## src/rtl/frame_activity_monitor.sv

```systemverilog
// Turns completed stream frames into rate-limited one-cycle activity pulses and
// reports frame/drop counts plus a stall flag for the monitored handshake.
`timescale 1ns/1ps
module frame_activity_monitor #(
  parameter int unsigned FRAME_BEATS    = 4096,
  parameter int unsigned HOLDOFF_CYCLES = 1024,
  parameter int unsigned STALL_TIMEOUT  = 65536
) (
  input  logic        clk,
  input  logic        rst_n,
  input  logic        in_valid,
  input  logic        in_ready,
  input  logic        clear,
  output logic        activity_trigger,
  output logic        frame_active,
  output logic [15:0] frame_count,
  output logic [7:0]  dropped_count,
  output logic        stall
);

  localparam int unsigned BeatW  = $clog2(FRAME_BEATS);
  localparam int unsigned HoldW  = (HOLDOFF_CYCLES > 1) ? $clog2(HOLDOFF_CYCLES) : 1;
  localparam int unsigned StallW = $clog2(STALL_TIMEOUT + 1);

  localparam logic [BeatW-1:0]  LastBeat   = BeatW'(FRAME_BEATS - 1);
  localparam logic [HoldW-1:0]  HoldReload = HoldW'(HOLDOFF_CYCLES - 1);
  localparam logic [StallW-1:0] StallMax   = StallW'(STALL_TIMEOUT);

  typedef enum logic [1:0] {StReady, StHoldoff, StPending} state_e;

  state_e              state_q, state_d;
  logic [BeatW-1:0]    beat_q, beat_d;
  logic [HoldW-1:0]    hold_q, hold_d;
  logic [StallW-1:0]   stall_cnt_q, stall_cnt_d;
  logic [15:0]         frame_cnt_q, frame_cnt_d;
  logic [7:0]          drop_q, drop_d;
  logic                trig_q, trig_d;
  logic                active_q, active_d;
  logic                stall_q, stall_d;

  logic beat, frame_done, hold_expired;

  assign beat         = in_valid & in_ready;
  assign frame_done   = beat & (beat_q == LastBeat);
  // hold_q counts down so that a pending frame fires exactly HOLDOFF_CYCLES after the last pulse
  assign hold_expired = (hold_q == '0);

  always_comb begin
    state_d     = state_q;
    hold_d      = hold_expired ? hold_q : hold_q - 1'b1;
    trig_d      = 1'b0;
    drop_d      = drop_q;
    frame_cnt_d = frame_cnt_q + {15'd0, frame_done};

    if (frame_done) begin
      beat_d = '0;
    end else if (beat) begin
      beat_d = beat_q + 1'b1;
    end else begin
      beat_d = beat_q;
    end

    unique case (state_q)
      StReady: begin
        if (frame_done) begin
          trig_d  = 1'b1;
          hold_d  = HoldReload;
          state_d = StHoldoff;
        end
      end
      StHoldoff: begin
        if (hold_expired) begin
          if (frame_done) begin
            trig_d = 1'b1;
            hold_d = HoldReload;
          end else begin
            state_d = StReady;
          end
        end else if (frame_done) begin
          state_d = StPending;
        end
      end
      StPending: begin
        // A frame landing on the release cycle is still coalesced away
        if (frame_done && drop_q != 8'hFF) begin
          drop_d = drop_q + 8'd1;
        end
        if (hold_expired) begin
          trig_d  = 1'b1;
          hold_d  = HoldReload;
          state_d = StHoldoff;
        end
      end
      default: state_d = StReady;
    endcase

    if (in_valid & ~in_ready) begin
      stall_cnt_d = (stall_cnt_q == StallMax) ? stall_cnt_q : stall_cnt_q + 1'b1;
    end else begin
      stall_cnt_d = '0;
    end
    stall_d  = (stall_cnt_d == StallMax);
    active_d = (beat_d != '0);

    if (clear) begin
      state_d     = StReady;
      beat_d      = '0;
      hold_d      = '0;
      trig_d      = 1'b0;
      drop_d      = '0;
      frame_cnt_d = '0;
      stall_cnt_d = '0;
      stall_d     = 1'b0;
      active_d    = 1'b0;
    end
  end

  always_ff @(posedge clk or negedge rst_n) begin
    if (!rst_n) begin
      state_q     <= StReady;
      beat_q      <= '0;
      hold_q      <= '0;
      trig_q      <= 1'b0;
      drop_q      <= '0;
      frame_cnt_q <= '0;
      stall_cnt_q <= '0;
      stall_q     <= 1'b0;
      active_q    <= 1'b0;
    end else begin
      state_q     <= state_d;
      beat_q      <= beat_d;
      hold_q      <= hold_d;
      trig_q      <= trig_d;
      drop_q      <= drop_d;
      frame_cnt_q <= frame_cnt_d;
      stall_cnt_q <= stall_cnt_d;
      stall_q     <= stall_d;
      active_q    <= active_d;
    end
  end

  assign activity_trigger = trig_q;
  assign frame_active     = active_q;
  assign frame_count      = frame_cnt_q;
  assign dropped_count    = drop_q;
  assign stall            = stall_q;

endmodule

```

## config.mk

```make
export PLATFORM = sky130hd
export DESIGN_NAME = frame_activity_monitor
export DESIGN_NICKNAME = d
export VERILOG_FILES = /design/src/rtl/frame_activity_monitor.sv
export SDC_FILE = /design/constraint.sdc
export NUM_CORES = 1
export LEC_CHECK = 0
export CORE_AREA = 8 8 123 125
export DETAILED_ROUTE_END_ITERATION = 10
export DIE_AREA = 0 0 131 133
export HOLD_SLACK_MARGIN = 0.03
export PLACE_DENSITY = 0.48
export SLEW_MARGIN = 20
export SYNTH_ARGS = -nofsm -noshare
export SYNTH_HDL_FRONTEND = slang
export SYNTH_SLANG_ARGS = --single-unit
```

## constraint.sdc

```tcl
create_clock -name clk -period 3.7 [get_ports clk]
set_input_delay 0.925 -clock clk [delete_from_list [all_inputs] [get_ports clk]]
set_output_delay 0.925 -clock clk [all_outputs]
set_load 0.005 [all_outputs]
```

==> out/results.ini, run 1 <==
[outcome]
status=complete, no violations

[final_layout]
drive_gt1_share_pct=8.79
final_cell_mix=dfrtp_1 (68), nor2_1 (58), a21oi_1 (32)
area_delta_synth_final_pct=20.6
final_common_cell=dfrtp_1
antenna_cells=0
fill_cells=1300
layout.nets=463

[critical_path]
critPathSlowestCell=or4_1
start_kind=input pin
path_cells=clkdlybuf4s50_1, and3_1, nand3_1, nor2_1, ha_1, nand3_1, or4_1, or3_1, a21oi_1
worstPathMaxFanout=5
crit_path_end_kind=register
path_buf_inv=1
path_class=input pin to register
path_common_cell=nand3_1
max_stage_delay_ps=530
critPathRequiredTime_ps=3950
critPathTopFamily=simple AND/OR/NAND/NOR gates
cp.arrival_ps=3370

[logic_synthesis]
async_flop_share_pct=100
synth_nets=435
syn_area_per_cell_um2=9.23
yosysTopAreaCell=dfrtp_1
yosysTopAreaCellShare_pct=43.7
synth_mux_area_share_pct=1.35
ys_types=57
synth_compound_area_share_pct=11.8
synth_edf_count=0
netlist_area_um2=3890
synth_seq_area_share_pct=43.7
synth_flop_cell=dfrtp_1
ys_warn_count=0
yosys-top-cells-area=dfrtp_1 (44%), xnor2_1 (5.6%), nor2_1 (5.6%)
synthAdderAreaFrac_pct=2.57
yosys_register_bits=68
synth_top_family_by_area=simple AND/OR/NAND/NOR gates
synthSimpleGateAreaFrac_pct=26.7
synth_xor_area_share_pct=9.89
syn_inst=422

[route]
drt_iter0_markers=220
ant_nets=0
via_per_inst=4.96
routed_wl_um=9290
wl_per_cell_um=14.7
drcViolationCount=0
first_pass_iters=4
vias=3130

[global_routing]
grt_antenna_before_repair=0
grt_max_degree=49
grt_overflow_total=0
grt_use_total_pct=11.6
grt_pass1_vias=3148
grt_pass1_wl_um=16000

[floorplanning]
die_w_um=131
io_pins=32
start_util_pct=29.8
core_area_um2=13100
rows=42
die_h_um=133
dieArea_um2=17400

[sta]
slew_headroom_pct=54.4
finalSetupTns_ps=0
finClkSkew_ps=5.10
rsz0062_at_grt=false
layout_min_cycle_time_ps=3110
fmax_mhz=321
worstMarginPinSlew_ps=685
setup_viol=0
min_period_over_period_pct=84.2
slew_viol_final=0
hold_violations=0

[cts]
cts_tree=yes
clk_latency_ps=330
ctsHoldBuffers=0
clkTransAtPathRegs_ps=60
cts_setup_buffers=0
ctsHtreeMaxLevel=3
cts_resized=0
clock_path_buffers=2
cts_root_buffer=clkbuf_16
cts.sinks=68
numCtsBuffers=9

[job]
maxCapViolCount=0

[power]
finalPower_mw=2.07
p_per_area_nw_per_um2=442
peakVddDrop_v=0.000175
leakage_nw=1.85

[hold_path]
hold_path_class=register to register

[placed_design]
dp_hpwl_um=6480
port_buffers=31
gp_congestion=0.786

==> power by group <==
group	switching [mW]	internal (mW)
sequential	0.0463	0.782
clock	0.325	0.590
combinational	0.188	0.143
==> routing by layer <==
layer	share of wire, %	global-route usage (%)	vias to the layer above
met5	0	0	-
li1	-	-	1565
met3	4.1	3.66	12
met4	1.3	3.45	0
met2	50	19.4	41
met1	45	13.7	1512
==> flip-flops by register name, indices dropped and copies added, names as in the netlist <==
name	count
stall	1
hold_q	10
frame_active	1
frame_count	16
state_q	2
stall_cnt_q	17
dropped_count	8
beat_q	12
activity_trigger	1
==> cells by family (layout without fill, tap and decap cells) <==
group | Yosys count | count (layout)
muxes | 5 | 5
and+or+nand+nor | 190 | 190
DFF | 68 | 68
xor gates and xnor gates | 44 | 44
AOI/OAI and AO/OA | 72 | 72
adders and majority gates | 8 | 8
buffers and inverters | 35 | 68
==> per-stage QoR <==
| step | util, % | instance area [µm²] | std cells | worst slack, ps | hold slack [ps] |
|---|---|---|---|---|---|
| 6_report | 35.9 | 4700 | 631 | 586 | 571 |
| 5_1_grt | 35.9 | 4700 | 631 | 402 | 618 |
| 4_1_cts | 35.9 | 4700 | 631 | 579 | 572 |
| 3_5_place_dp | 33.5 | 4380 | 615 | 228 | 558 |
| 3_3_place_gp | 33.5 | 4380 | 615 | 307 | 554 |
| 2_1_floorplan | - | 3890 | 422 | 716 | 521 |
==> synth_stat cells, types with 2 or more instances <==
cell type,instances
mux2i_1,3
ha_1,8
inv_1,14
and3_1,7
or4_1,5
xnor2_1,25
nand3_1,20
o31ai_1,2
o21a_1,2
nor3_1,15
dfrtp_1,68
a21oi_1,32
nor4_1,3
nor2b_1,8
nor4bb_1,2
clkbuf_1,9
and4_1,8
buf_2,7
or3_1,10
o41ai_1,2
nand4_1,16
nand2_1,19
nand2b_1,4
nor2_1,58
a31o_2,2
or2_2,3
xor2_1,19
mux2_2,2
o21ai_0,12
and2_1,3
a31oi_1,5
buf_4,4
==> worst register-to-register path: stages (launching register included) <==
cell     delay [ps]
dfrtp_1         460
ha_1            230
and3_1          220
nand3_1         140
nor2_1          200
ha_1            210
nand3_1         160
or4_1           530
or3_1           370
a21oi_1         150
==> area by class of cell <==
type                       instances  area [µm²]  share of cell area, %
inverter                          14        52.6                   1.12
timing repair buffer              38         365                   7.78
sequential                        68        1700                   36.2
multi-input combinational        319        2040                   43.4
tap                              176         220                   4.69
clock inverter                     6        88.8                   1.89
clock buffer                      10         229                   4.88
==> worst paths after layout <==
check                               startpoint               to  slack, ps  cells after the start
worst min-delay path            frame_count[6]   frame_count[6]        570                      2
worst max register to register       beat_q[0]  frame_count[15]        960                      9
max in group asynchronous                rst_n   stall_cnt_q[5]       2410                      2
min in group asynchronous                rst_n        beat_q[8]        630                      1
worst max-delay path                  in_valid  frame_count[15]        590                      9
worst min register to register  frame_count[6]   frame_count[6]        570                      2
(Power assumes the default switching activity.)
==> run 2, diff against run 1 <==
Clock period 3.7 ns to 3 ns, I/O delays scaled along.
==> out/results.ini, run 2 (synthesis gave the netlist of run 1 again) <==
[outcome]
status=complete, no violations

[global_routing]
grt_antenna_before_repair=0
grt_use_total_pct=11.7
grt_pass1_vias=3221
grt_max_degree=49
grt_pass1_wl_um=16000
grt_overflow_total=0

[route]
via_per_inst=4.94
vias=3167
drcViolationCount=0
routed_wl_um=9330
wl_per_cell_um=14.6
first_pass_iters=4
ant_nets=0
drt_iter0_markers=222

[critical_path]
path_class=input pin to register
crit_path_end_kind=register
cp.arrival_ps=3030
critPathRequiredTime_ps=3260
start_kind=input pin
worstPathMaxFanout=5

[cts]
cts_tree=yes
cts_resized=0
cts_setup_buffers=0
cts.sinks=68
ctsHtreeMaxLevel=3
ctsHoldBuffers=0
cts_root_buffer=clkbuf_16
numCtsBuffers=9
clk_latency_ps=340
clock_path_buffers=2
clkTransAtPathRegs_ps=60

[placed_design]
gp_congestion=0.820
dpl_cell_area_um2=4460
port_buffers=31
dp_hpwl_um=6660
place_ws_ps=-159

[sta]
hold_violations=0
whs_ps=404
rsz0062_at_grt=false
slew_viol_final=0
fmax_mhz=361
fin_ws_ps=232
worstMarginPinSlew_ps=682
layout_min_cycle_time_ps=2770
finalSetupTns_ps=0
slew_headroom_pct=54.2
finClkSkew_ps=6.87
min_period_over_period_pct=92.3
setup_viol=0

[hold_path]
hold_path_class=input pin to async pin

[final_layout]
largest_reg_flops=17
regMostFlops=stall_cnt_q
final_cell_mix=dfrtp_1 (68), nor2_1 (58), a21oi_1 (32)
area_delta_synth_final_pct=22.4
antenna_cells=0
layout.nets=474
fin_area_um2=4770
drive_gt1_share_pct=10.8
final_common_cell=dfrtp_1

[power]
p_per_area_nw_per_um2=536
leakage_nw=1.90
peakVddDrop_v=0.000262

[floorplanning]
start_util_pct=29.8
dieArea_um2=17400
core_area_um2=13100
io_pins=32
die_w_um=131
die_h_um=133
rows=42

[job]
maxCapViolCount=0

[run 2: cell count changes in the layout (fill, tap and decap cells not counted), sizes merged]
cell      change
buf          +11
clkinvlp      -1
[run 2: path summary, 6_finish.rpt]
| check | start | to | slack, ps | cells past startpoint |
|---|---|---|---|---|
| min reg2reg | frame_count[10] | frame_count[10] | 580 | 2 |
| max in group asynchronous | rst_n | hold_q[9] | 1960 | 2 |
| min in group clk | frame_count[10] | frame_count[10] | 580 | 2 |
| max | in_valid | frame_count[15] | 230 | 9 |
| min | rst_n | dropped_count[2] | 400 | 1 |
| max reg2reg | beat_q[0] | frame_count[15] | 420 | 9 |
[run 2: where the power goes]
group / leakage [nW] / total (mW) / switching [mW] / internal, mW
clock network: 0.148 / 1.12 / 0.395 / 0.720
logic: 0.815 / 0.421 / 0.233 / 0.188
registers: 0.941 / 1.02 / 0.0540 / 0.965
total: 1.90 / 2.55 / 0.682 / 1.87
[run 2: layout make-up]
| cell class | instances | area [µm²] |
|---|---|---|
| Inverter | 14 | 52.6 |
| Multi-Input combinational cell | 319 | 2040 |
| Tap cell | 176 | 220 |
| Clock buffer | 10 | 229 |
| Clock inverter | 5 | 77.6 |
| Timing Repair Buffer | 49 | 448 |
| Fill cell | 1325 | 8320 |
| Sequential cell | 68 | 1700 |
[run 2: metrics by stage]
step | cells | power [mW] | util (%)
after floorplan | 422 | 1.36 | -
after global placement | 626 | 1.45 | 34.1
after detailed placement | 626 | 1.46 | 34.1
after CTS | 641 | 2.60 | 36.4
after global routing | 641 | 2.71 | 36.4
final | 641 | 2.55 | 36.4
[run 2: metal layers]
layer  GRT usage [%]  wire, µm
met4            4.47       150
met5               0         0
met2            19.5      4640
met1            13.4      4250
met3            3.78       287
[run 2: worst max-delay path, stage by stage]
cell and delay, ps:
clkdlybuf4s50_1 470, and3_1 220, nand3_1 120, nor2_1 190
ha_1 200, nand3_1 90, or4_1 480, or3_1 370
a21oi_1 140
==> run 3, diff against run 2 <==
Settings changed: SKIP_LAST_GASP set to 1.
==> results of run 3 <==
The final DEF is identical to that of run 2; final timing and power are the same.
